==> config.mk <==
export PLATFORM = sky130hd
export DESIGN_NAME = pipelined_adder_nb
export DESIGN_NICKNAME = d
export VERILOG_FILES = /design/src/rtl/adder_pkg.sv /design/src/rtl/adder_seg.sv /design/src/rtl/pipelined_adder_nb.sv
export SDC_FILE = /design/constraint.sdc
export NUM_CORES = 1
export LEC_CHECK = 0
export CAP_MARGIN = 20
export CELL_PAD_IN_SITES_DETAIL_PLACEMENT = 0
export CELL_PAD_IN_SITES_GLOBAL_PLACEMENT = 2
export CORE_UTILIZATION = 33
export CTS_CLUSTER_DIAMETER = 80
export CTS_CLUSTER_SIZE = 14
export DETAILED_ROUTE_END_ITERATION = 8
export HOLD_SLACK_MARGIN = 0.05
export PLACE_DENSITY = 0.77
export SETUP_SLACK_MARGIN = 0.3
export SLEW_MARGIN = 0
export SYNTH_ARGS = -nofsm -noshare
export SYNTH_HDL_FRONTEND = slang
export SYNTH_SLANG_ARGS = --single-unit
==> constraint.sdc <==
create_clock -name clk -period 3.15 [get_ports clk]
set_input_delay 0.63 -clock clk [delete_from_list [all_inputs] [get_ports clk]]
set_output_delay 0.63 -clock clk [all_outputs]
set_load 0.02 [all_outputs]
==> src/rtl/adder_pkg.sv <==
// rtl/adder_pkg.sv - shared mode encodings and parameter checks for the pipelined adder
package adder_pkg;

    localparam logic MODE_ADD = 1'b0;
    localparam logic MODE_SUB = 1'b1;

    // Segments must be non-empty and tile the word exactly.
    function automatic bit seg_ok(input int width, input int stages);
        return (stages >= 1) && (width >= stages) && ((width % stages) == 0);
    endfunction

endpackage

==> src/rtl/adder_seg.sv <==
// rtl/adder_seg.sv - combinational ripple-carry segment of full-adder cells
module adder_seg #(
    parameter int SEG = 4
) (
    input  logic [SEG-1:0] a,
    input  logic [SEG-1:0] b,
    input  logic           ci,
    output logic [SEG-1:0] s,
    output logic           co,
    output logic           cm
);

    logic carry;

    // cm ends up as the carry into the segment MSB, needed for signed overflow.
    always_comb begin
        carry = ci;
        cm    = ci;
        s     = '0;
        for (int i = 0; i < SEG; i++) begin
            cm    = carry;
            s[i]  = a[i] ^ b[i] ^ carry;
            carry = (a[i] & b[i]) | (carry & (a[i] ^ b[i]));
        end
        co = carry;
    end

endmodule

==> src/rtl/pipelined_adder_nb.sv <==
// rtl/pipelined_adder_nb.sv - STAGES-deep carry-segmented adder/subtractor with valid/ready flow control
module pipelined_adder_nb
    import adder_pkg::*;
#(
    parameter int WIDTH  = 8,
    parameter int STAGES = 2
) (
    input  logic             clk,
    input  logic             rst,
    input  logic             in_valid,
    output logic             in_ready,
    input  logic [WIDTH-1:0] in_a,
    input  logic [WIDTH-1:0] in_b,
    input  logic             cin,
    input  logic             sub,
    output logic             out_valid,
    input  logic             out_ready,
    output logic [WIDTH-1:0] sum,
    output logic             cout,
    output logic             ovf
);

    localparam int SEG = WIDTH / STAGES;

    if (!seg_ok(WIDTH, STAGES)) begin : g_param_check
        $error("pipelined_adder_nb: WIDTH must be a multiple of STAGES and STAGES >= 1");
    end

    // Stage k register holds segments 0..k of the sum plus the carry leaving segment k.
    logic [STAGES-1:0] v_q;
    logic [WIDTH-1:0]  a_q [STAGES];
    logic [WIDTH-1:0]  b_q [STAGES];
    logic [WIDTH-1:0]  s_q [STAGES];
    logic [STAGES-1:0] c_q;
    logic [STAGES-1:0] sub_q;
    logic              cout_q;
    logic              ovf_q;

    logic [WIDTH-1:0]  a_in  [STAGES];
    logic [WIDTH-1:0]  b_in  [STAGES];
    logic [WIDTH-1:0]  s_in  [STAGES];
    logic [WIDTH-1:0]  s_nxt [STAGES];
    logic [STAGES-1:0] c_in;
    logic [STAGES-1:0] sub_in;
    logic [STAGES-1:0] v_in;
    logic [STAGES-1:0] c_nxt;
    logic [STAGES-1:0] cm_nxt;

    logic adv;

    assign out_valid = v_q[STAGES-1];
    assign adv       = ~out_valid | out_ready;
    assign in_ready  = adv;

    for (genvar k = 0; k < STAGES; k++) begin : g_stage
        logic [SEG-1:0] seg_s;
        logic [SEG-1:0] seg_b;
        logic           unused_ops;

        if (k == 0) begin : g_first
            assign a_in[k]   = in_a;
            assign b_in[k]   = in_b;
            assign s_in[k]   = '0;
            assign c_in[k]   = (sub == MODE_SUB) ? 1'b1 : cin;
            assign sub_in[k] = sub;
            assign v_in[k]   = in_valid;
        end else begin : g_next
            assign a_in[k]   = a_q[k-1];
            assign b_in[k]   = b_q[k-1];
            assign s_in[k]   = s_q[k-1];
            assign c_in[k]   = c_q[k-1];
            assign sub_in[k] = sub_q[k-1];
            assign v_in[k]   = v_q[k-1];
        end

        assign seg_b = b_in[k][k*SEG +: SEG] ^ {SEG{sub_in[k] == MODE_SUB}};

        adder_seg #(.SEG(SEG)) u_seg (
            .a  (a_in[k][k*SEG +: SEG]),
            .b  (seg_b),
            .ci (c_in[k]),
            .s  (seg_s),
            .co (c_nxt[k]),
            .cm (cm_nxt[k])
        );

        for (genvar j = 0; j < STAGES; j++) begin : g_slice
            assign s_nxt[k][j*SEG +: SEG] = (j == k) ? seg_s : s_in[k][j*SEG +: SEG];
        end

        // Already-consumed operand slices ride along but are never read again.
        assign unused_ops = ^{a_q[k], b_q[k], cm_nxt[k]};
    end

    always_ff @(posedge clk or posedge rst) begin
        if (rst) begin
            v_q    <= '0;
            c_q    <= '0;
            sub_q  <= '0;
            cout_q <= 1'b0;
            ovf_q  <= 1'b0;
            for (int k = 0; k < STAGES; k++) begin
                a_q[k] <= '0;
                b_q[k] <= '0;
                s_q[k] <= '0;
            end
        end else if (adv) begin
            v_q    <= v_in;
            c_q    <= c_nxt;
            sub_q  <= sub_in;
            cout_q <= c_nxt[STAGES-1];
            ovf_q  <= c_nxt[STAGES-1] ^ cm_nxt[STAGES-1];
            for (int k = 0; k < STAGES; k++) begin
                a_q[k] <= a_in[k];
                b_q[k] <= b_in[k];
                s_q[k] <= s_nxt[k];
            end
        end
    end

    assign sum  = s_q[STAGES-1];
    assign cout = cout_q;
    assign ovf  = ovf_q;

endmodule

# After elaboration in Yosys (flattened, before gate mapping)
# Cells that the tools add are included.
# op_classes
bitwise_logic	45
n_mux	1
# ops
cell	count
bitwise XOR 1 bit	17
AND 1 bit	16
OR 1 bit	9
bitwise XOR 4 bit	2
two-way mux 1 bit	1
NOT 1 bit	1
# word_totals
regBits	34
out_inout_bits	12

# Longest topological paths before layout
# Gate-level depths: netlist of run 1.
# depth
word_depth	11
mapped_depth	11

# Hierarchy
# A second synthesis of run 1 with hierarchy kept.
# hier_totals
cells_unflattened	93
hier_area_um2	1387.6
# modules_own_cells
mod	cells_per_inst	seq_area_each_um2	n_inst	area_per_inst_um2
pipelined_adder_nb	69	650.6	1	1167.4
adder_seg	12	0.0	2	110.1

# Worst setup path before layout of run 1
# No wires, ideal clock.
# synth_timing
path_type	input-to-reg
from	input port sub
to	register s_q, in the netlist s_in[3]
path_slack_ps	326
t_arrival_ps	2699
path_stages	10
n_path_buf	1
path_cell_list	clkbuf_1 > xnor2_1 > fa_1 > inv_1 > fa_1 > inv_1 > fa_1 > inv_1 > fa_1 > mux2_4
# synth_via
elab_chain_cells	9
word_cells_on_any_way	16
cone_classes	mux (1); bitwise (15)
# synth_rtl
item	line	text
start: declaration	pipelined_adder_nb.sv:15	input logic sub,
bitwise XOR 4 bit	pipelined_adder_nb.sv:76	assign seg_b = b_in[k][k*SEG +: SEG] ^ {SEG{sub_in[k] == MODE_SUB}};
bitwise XOR 1 bit	adder_seg.sv:23	carry = (a[i] & b[i]) | (carry & (a[i] ^ b[i]));
AND 1 bit	adder_seg.sv:23	
OR 1 bit	adder_seg.sv:23	
AND 1 bit	adder_seg.sv:23	
OR 1 bit	adder_seg.sv:23	
AND 1 bit	adder_seg.sv:23	
OR 1 bit	adder_seg.sv:23	
bitwise XOR 1 bit *	adder_seg.sv:22	s[i] = a[i] ^ b[i] ^ carry;
net g_stage[0].seg_s[3]	pipelined_adder_nb.sv:56	logic [SEG-1:0] seg_s;
end signal: indexed assignment	pipelined_adder_nb.sv:116	s_q[k] <= s_nxt[k];
end: declaration	pipelined_adder_nb.sv:33	logic [WIDTH-1:0] s_q [STAGES];
# Mark *: on every way through the listed nets, which the timed path passes. The rest lies on a longest branch.
# A chain may end at the register's enable or synchronous reset.

# Worst setup path in the final report of run 1
# layout_timing
from	input port in_b[0]
to	register s_q, in the netlist s_in[3]
# layout_via
elab_chain_cells	9
word_cells_on_any_way	10
cone_classes	bitwise (10)
# layout_rtl
item	line	text
start: declaration	pipelined_adder_nb.sv:13	input logic [WIDTH-1:0] in_b,
bitwise XOR 4 bit *	pipelined_adder_nb.sv:76	
bitwise XOR 1 bit	adder_seg.sv:23	
AND 1 bit	adder_seg.sv:23	
OR 1 bit *	adder_seg.sv:23	
AND 1 bit *	adder_seg.sv:23	
OR 1 bit *	adder_seg.sv:23	
AND 1 bit *	adder_seg.sv:23	
OR 1 bit *	adder_seg.sv:23	
bitwise XOR 1 bit *	adder_seg.sv:22	
net g_stage[0].seg_s[3]	pipelined_adder_nb.sv:56	
# Marked as above.

==> metrics.txt, run 1 <==
run status=finished clean; Longest Clk Path Bufs=2; Final HPWL DP=1610 µm; RSZ-0062 raised after global routing=no; slack of the worst reg-to-reg path=530 ps; Cell Chain, Critical Path=clkdlybuf4s50_1 > xnor2_1 > fa_2 > inv_1 > fa_1 > inv_1 > fa_1 > inv_1 > fa_1 > mux2_4; initial antenna violation count=0; total power=1.15 mW; type of the worst setup path=input port to flip-flop; register area share after synthesis=48.3%; Inserted Diodes=0; routed vias=766; DRT Pass-1 Iters=4; Post-Syn Nets=between 100 and 150; DRC=0; fin crit share=87.7%; Worst Path Arrival=2920 ps; Hold Crit Start=v_q[0]; Hold Vio Cnt, Final=0; Num CTS Buffers=3; Worst-Margin Slew=392 ps; Clk Latency, worst-skew pair=around 260 ps; pin count of the biggest net entering global routing=27; Layout Nets=159; chip width=65.9 µm; Die Area=4340 µm²; worst reg-to-reg path cell count=9; clk sinks=26; Detailed Route WL=2120 µm; routability cong.=roughly 0.63; CP Launch Type=input port; reg2reg end=sum[7]; Syn Inst Count=92; final setup margin=387 ps; first-pass GRT wire length=3820 µm; Syn-to-layout area delta=30.6%; Leak=0.794 nW; Worst VDD drop=0.270 mV; Starting Density=35.5%; GR Overflow Total=0; Place WS=-46.0 ps; Initial DRC Count=13; pwr/cell area=651 nW/µm²; DR WL/cell=12.1 µm; layout cell share with drive strength beyond 1=between 20% and 30%; area of placed instances=1720 µm²; finished layout cell area=1760 µm²; Worst Hold Depth=1; synthesized area per cell=about 15 µm²; Port Buffers=33; synthesized flop and latch total=26; I/O pin count=34; min Tclk post-route=2760 ps; CTS root buffer=clkbuf_8; Site Rows=22; post-synth cell types=15; Detail Route Antenna Nets=0; area of the mapped netlist=between 1000 and 1500 µm²; Slowest-stage cell, CP=clkdlybuf4s50_1; tightest slew margin relative to the limit=73.9%; Worst-path clk slew=80 ps; hold slack=between 400 and 500 ps; Die Height=roughly 66 µm; fmax=0.362 GHz; slowest cell delay on critical path=~420 ps; CP max FO=1; core region area=~3800 µm²; Slew Limit Fails=0; Hold WC Path Type=flip-flop to flip-flop; drt via density=between 4 and 5; # Post-CTS Setup Buffers=0; CTS tree=done; critical path capture point type=flip-flop; worst hold endpoint=v_q[1]; Final Setup Violations=0; vias in the first global route=845; CP Data Required Time=3300 ps; Max H-tree Level=1; synth warn=0; Worst R2R Start=sub_q[0]; gr usage total=roughly 12%; clock skew after layout=3.57 ps; max_cap viols=0
## flip-flops by register name, indices dropped and copies added, names as in the netlist
signal,count
s_in,4
sub_q,1
sum,8
cout,1
c_q,1
v_q,2
ovf,1
b_in,4
a_in,4
## power breakdown
part           switching, mW  internal [mW]  total [mW]
combinational          0.206          0.278       0.484
clock                 0.0939         0.0853       0.179
sequential            0.0560          0.427       0.483
## cells in the final DEF, fill, tap and decap left out
cell,instances
mux2_2,7
buf_4,4
inv_1,12
dlygate4sd2_1,1
clkbuf_8,3
mux2_4,14
fa_1,7
a21oi_1,4
nor2_1,1
nand2b_1,1
xor2_1,4
xnor2_1,5
clkdlybuf4s50_1,32
nand2b_4,1
dfrtp_1,26
fa_2,1
nor3b_1,4
## kinds of logic after synthesis
group,count (synthesis),share of synthesized area (%)
XOR/XNOR,9,5.85
multiplexers,21,21.4
AO/OA/AOI/OAI,4,1.49
adder cells (fa/ha/maj),8,11.9
buffers and inverters,17,7.06
AND/OR/NAND/NOR,7,3.99
flip-flops,26,48.3
## routing by layer
layer,vias to the layer above,routed length [µm],track usage (%)
li1,360,-,-
met1,383,1020,16.4
met2,21,1000,18.0
met3,2,87,2.24
met4,0,11,2.45
met5,-,0,0
## area by class of cell
cell class | instances | area (µm²)
clock buffer | 3 | 41.3
fill | 356 | 2040
inverter | 12 | 45.0
multi-input combinational | 49 | 604
sequential | 26 | 651
tap | 48 | 60.1
timing repair buffer | 37 | 359
## critical path: cells and delay by family
family / cells / cell delay [ps]
xor+xnor: 1 / 150
mux: 1 / 260
buf+inv: 4 / 610
fa+ha+maj: 4 / 1270
## synth_stat cells
cell / instances / share of area, %
buf_6: 2 / 1.7
nor2_1: 1 / 0.28
nand2b_4: 1 / 1.0
clkbuf_1: 2 / 0.56
xor2_1: 4 / 2.6
fa_1: 8 / 12
inv_1: 12 / 3.3
nor3b_1: 4 / 2.2
mux2_4: 14 / 16
buf_12: 1 / 1.5
mux2_2: 7 / 5.8
xnor2_1: 5 / 3.2
a21oi_1: 4 / 1.5
dfrtp_1: 26 / 48
nand2b_1: 1 / 0.46
## how the worst max path moves through the flow
stage,start,to,slack [ps],depth (start not counted)
2_1_floorplan,sub,s_in[3],330,10
3_3_place_gp,sub,s_in[3],20,10
3_5_place_dp,sub,s_in[3],-50,10
4_1_cts,in_b[0],s_in[3],330,10
5_1_grt,in_b[0],s_in[3],310,10
6_report,in_b[0],s_in[3],390,10
## timing repair
| item | 4_1_cts | 5_1_grt |
|---|---|---|
| gates cloned | 0 | 0 |
| setup endpoints to repair | 1 | 1 |
| hold buffers | 0 | 0 |
| gates resized for setup | 1 | 1 |
## stage by stage
stage	TNS [ps]	std cells	utilization (%)
4_1_cts	0	175	46.3
3_3_place_gp	0	172	45.2
5_1_grt	0	175	46.3
3_5_place_dp	-46.0	172	45.2
2_1_floorplan	0	92	-
6_report	0	175	46.3
No activity file was read; power rests on OpenSTA's default activity.
==> inputs of run 2 (changes only) <==
--- a/config.mk
+++ b/config.mk
@@ -10,7 +10,7 @@
 export CELL_PAD_IN_SITES_GLOBAL_PLACEMENT = 2
 export CORE_UTILIZATION = 33
 export CTS_CLUSTER_DIAMETER = 80
-export CTS_CLUSTER_SIZE = 14
+export CTS_CLUSTER_SIZE = 20
 export DETAILED_ROUTE_END_ITERATION = 8
 export HOLD_SLACK_MARGIN = 0.05
 export PLACE_DENSITY = 0.77
==> results of run 2 <==
The final DEF is identical to that of run 1; final timing and power are the same.
==> inputs of run 3 (changes only) <==
--- a/config.mk
+++ b/config.mk
@@ -15,7 +15,7 @@
 export HOLD_SLACK_MARGIN = 0.05
 export PLACE_DENSITY = 0.77
 export SETUP_SLACK_MARGIN = 0.3
-export SLEW_MARGIN = 0
+export SLEW_MARGIN = 20
 export SYNTH_ARGS = -nofsm -noshare
 export SYNTH_HDL_FRONTEND = slang
 export SYNTH_SLANG_ARGS = --single-unit
==> constraint.sdc (replaced) <==
create_clock -name clk -period 2.8 [get_ports clk]
set_input_delay 0.56 -clock clk [delete_from_list [all_inputs] [get_ports clk]]
set_output_delay 0.56 -clock clk [all_outputs]
set_load 0.02 [all_outputs]
==> metrics.txt, run 3 (same netlist as run 1, synthesis figures left out) <==
Leak=0.813 nW; type of the worst setup path=input port to output pin; cell mode on critical path=clkdlybuf4s50_1; first-pass GRT wire length=3960 µm; Die Area=4340 µm²; Num CTS Buffers=3; final setup margin=354 ps; Critical path origin=out_ready; Detailed Route WL=2220 µm; Initial DRC Count=10; Place WS=-285 ps; Syn-to-layout area delta=35.0%; CTS tree=done; drt via density=4.37; fmax=0.409 GHz; routability cong.=0.663; most common cell after layout, fill and taps aside=clkdlybuf4s50_1; slowest cell delay on critical path=about 600 ps; I/O pin count=34; fin crit share=87.4%; min Tclk post-route=2450 ps; DRC=0; layout cell share with drive strength beyond 1=35.7%; Worst R2R Start=sub_q[0]; Slowest-stage cell, CP=clkdlybuf4s50_1; Die Height=65.9 µm; Max H-tree Level=1; tightest slew margin relative to the limit=73.6%; critical path capture point type=output pin; vias in the first global route=856; CP Data Required Time=2240 ps; Final HPWL DP=1590 µm; Worst VDD drop=0.477 mV; Site Rows=22; Starting Density=a little over a third; max_cap viols=0; CP max FO=5; slack of the worst reg-to-reg path=~390 ps; Layout Nets=160; Worst Path Buf+Inv=2; # fillers=345; Detail Route Antenna Nets=0; CP Launch Type=input port; Port Buffers=33; chip width=65.9 µm; Inserted Diodes=0; Hold-fix buffers, CTS=0; max FFs per register=8; CP top delay family=buffers and inverters; Hold WC Path Type=flip-flop to flip-flop; DR WL/cell=approximately 13 µm; pwr/cell area=778 nW/µm²; Hold Vio Cnt, Final=0; Clk Latency, worst-skew pair=around 270 ps; Worst-Margin Slew=slightly below 400 ps; Worst Path Arrival=1890 ps; run status=finished clean; initial antenna violation count=0; Longest Clk Path Bufs=2; CTS root buffer=clkbuf_8; core region area=3800 µm²; Final Setup Violations=0; Slew Limit Fails=0; routed vias=774; most frequent cells in the layout=clkdlybuf4s50_1 (29), dfrtp_1 (26), mux2_4 (14); Hold Crit Start=v_q[0]; GR Overflow Total=0; Worst-path clk slew=approximately 90 ps; RSZ-0062 raised after global routing=no; CP Depth=3; gr usage total=12.3%; clock skew after layout=5.03 ps; pin count of the biggest net entering global routing=27; Worst Hold Depth=1; setup_tns=0 ps; DRT Pass-1 Iters=5; clk sinks=26; Cell Chain, Critical Path=clkdlybuf4s50_1 > nand2b_4 > clkdlybuf4s50_1; worst reg-to-reg path cell count=9; total power=1.42 mW
==> run 3: power breakdown <==
part / total, mW / switching (mW) / internal [mW]
clock network: 0.310 / 0.119 / 0.191
registers: 0.543 / 0.0626 / 0.481
logic: 0.562 / 0.238 / 0.324
total: 1.42 / 0.420 / 0.996
==> run 3: final timing paths <==
path	to
max in group asynchronous	sum[7]
min	v_q[1]
max reg2reg	sum[7]
min in group asynchronous	v_q[1]
min reg2reg	v_q[1]
max	in_ready
==> run 3: cell type report <==
type | instances | area [µm²] | share of cell area, %
Multi-Input combinational cell | 49 | 637 | 35.0
Tap cell | 48 | 60.1 | 3.30
Timing Repair Buffer | 38 | 355 | 19.5
Inverter | 12 | 45.0 | 2.48
Clock buffer | 3 | 41.3 | 2.27
Sequential cell | 26 | 651 | 35.8
Clock inverter | 1 | 30.0 | 1.65
==> run 3: repair_timing <==
item,4_1_cts,5_1_grt
setup endpoints to repair,3,3
setup buffers,0,1
pin swaps,5,1
resized for setup,14,6
==> run 3: metal layers <==
metal / vias to the layer above / wire length [µm] / GRT usage [%]
li1: 365 / - / -
met1: 385 / 992 / 16.0
met3: 2 / 112 / 4.48
met2: 22 / 1110 / 19.6
met5: - / 0 / 0
met4: 0 / 8 / 2.45
==> run 3: stage by stage <==
stage | hold WS, ps | instance area, µm² | util, % | instances
5_1_grt | 518 | 1820 | 47.9 | 177
4_1_cts | 487 | 1810 | 47.6 | 176
2_1_floorplan | 435 | 1370 | - | 92
3_3_place_gp | 460 | 1730 | 45.5 | 172
3_5_place_dp | 465 | 1730 | 45.5 | 172
6_report | 483 | 1820 | 47.9 | 177
==> RTL edit: new RTL, config.mk and constraints of run 2 <==
`STAGES`: 2 -> 4.
--- a/src/rtl/pipelined_adder_nb.sv
+++ b/src/rtl/pipelined_adder_nb.sv
@@ -4,5 +4,5 @@
 #(
     parameter int WIDTH  = 8,
-    parameter int STAGES = 2
+    parameter int STAGES = 4
 ) (
     input  logic             clk,
Check against the original RTL: not equivalent (Yosys sat finds a counterexample within 4 cycles, from zero or initial values and one cycle with rst high).
==> RTL edit against run 2 <==
  * Cell count is 57% higher
  * Register-to-register slack gained 0.64 ns
  * Wire length increased by 68%
  * Sequential share of layout area increased by 10 points
  * Cell area rose by 69%
  * Sequential cell count grew 30
  * Synthesized cell count is 50% higher
  * Combinational power increased to 2.6 times the old value
  * Power grew to 2.6 times the old value
  * Largest power group is now registers
  * Synthesized area increased by 82%
  * Setup slack improved by 0.32 ns
==> RTL edit: results <==
export IMPL_grt_pass1_wl_mm=6.18
export IMPL_gp_congestion=0.719
export IMPL_p_leak_nw=1.31
export IMPL_drt_pass1_iterations=3
export IMPL_multi_input_gates=75
export IMPL_placed_area_mm2=0.00286
export IMPL_synth_common_cells="56 x dfrtp_1, 28 x mux2_4, 27 x mux2_2, 9 x xor2_1, 8 x fa_1"
export IMPL_ys_seq_area_frac=0.572
export IMPL_vdd_ir_drop_max_mv=0.327
export IMPL_pre_cts_slack_ns=0.486
export IMPL_h_tree_depth=2
export IMPL_synthTopCellsByArea="dfrtp_1 57%, mux2_4 17%, mux2_2 12%"
export IMPL_vias=1180
export IMPL_layout_drive_gt1_share=0.383
export IMPL_cts_made_buffers=5
export IMPL_fin_skew_ns=0.00516
export IMPL_worstRegToRegCells=5
export IMPL_crit_path_max_fanout=2
export IMPL_grt_pass1_vias=1280
export IMPL_post_cts_repair_setup_buffers=0
export IMPL_crit_family="buffers and inverters"
export IMPL_grt_usage=0.106
export IMPL_drtIter0Drc=47
export IMPL_synthToLayoutAreaGrowth_pct=21.3
export IMPL_post_dp_hpwl_mm=2.38
export IMPL_clock_area_frac=0.0362
export IMPL_n_all_inverters=1
export IMPL_seq_area_mm2=0.00140
export IMPL_wl_mm=3.56
export IMPL_n_clock_buffer=6
export IMPL_status="complete, no violations"
export IMPL_yosysWarnings=0
export IMPL_fillers=698
export IMPL_tightest_slew_ns=0.835
export IMPL_multi_input_area_um2=990
export IMPL_clkLatencyLatePin_ns=0.30
export IMPL_power_switching_uw=863
export IMPL_ctsResizeCount=0
export IMPL_layout_nonclk_buf_frac=0.116
export IMPL_syn_nets=168
export IMPL_finalNetCount=204
export IMPL_arrival_ns=1.81
export IMPL_flops_and_latches=56
export IMPL_n_antenna_cell=0
export IMPL_cpPeakStageDelay_ns=0.61
export IMPL_nNonClkBuffers=35
RTL edit: cell count changes after synthesis, moves of 5 or more:
cell,change
mux2_4,+14
xor2_1,+5
dfrtp_1,+30
xnor2_1,-5
mux2_2,+20
inv_1,-11
RTL edit: logic make-up after synthesis:
group / count (synthesis) / share of synthesized area
XOR/XNOR: 9 / 0.0322
adder cells (fa/ha/maj): 8 / 0.0654
buffers and inverters: 7 / 0.0240
flip-flops: 56 / 0.572
multiplexers: 55 / 0.296
AND/OR/NAND/NOR: 3 / 0.0107
RTL edit: worst paths after layout:
kind,from,to,slack [ns]
worst max-delay path,out_ready,in_ready,0.71
worst min-delay path,v_q[2],v_q[3],0.48
worst max register to register,sub_q[2],ovf,1.17
worst min register to register,v_q[2],v_q[3],0.48
max in group asynchronous,rst,b_in[7],1.86
min in group asynchronous,rst,b_in[21],0.84
RTL edit: metal layers:
layer	track usage	part of all wire	vias to the layer above
met5	0	0	-
met4	0.0528	0.017	0
met3	0.0254	0.044	4
met2	0.162	0.47	26
met1	0.141	0.47	612
li1	-	-	538
RTL edit: per-stage QoR:
step	total power [mW]	std cells
6_report	2.93	274
3_3_place_gp	2.48	266
4_1_cts	2.99	274
3_5_place_dp	2.53	266
5_1_grt	3.17	274
2_1_floorplan	2.19	138
RTL edit: power groups by stage:
stage | combinational [mW] | sequential, mW | clock [mW]
detailed placement | 1.27 | 1.26 | 0
global route | 1.38 | 1.29 | 0.501
CTS | 1.27 | 1.25 | 0.471
finish | 1.24 | 1.24 | 0.452
global placement | 1.23 | 1.25 | 0
floorplan | 0.893 | 1.30 | 0
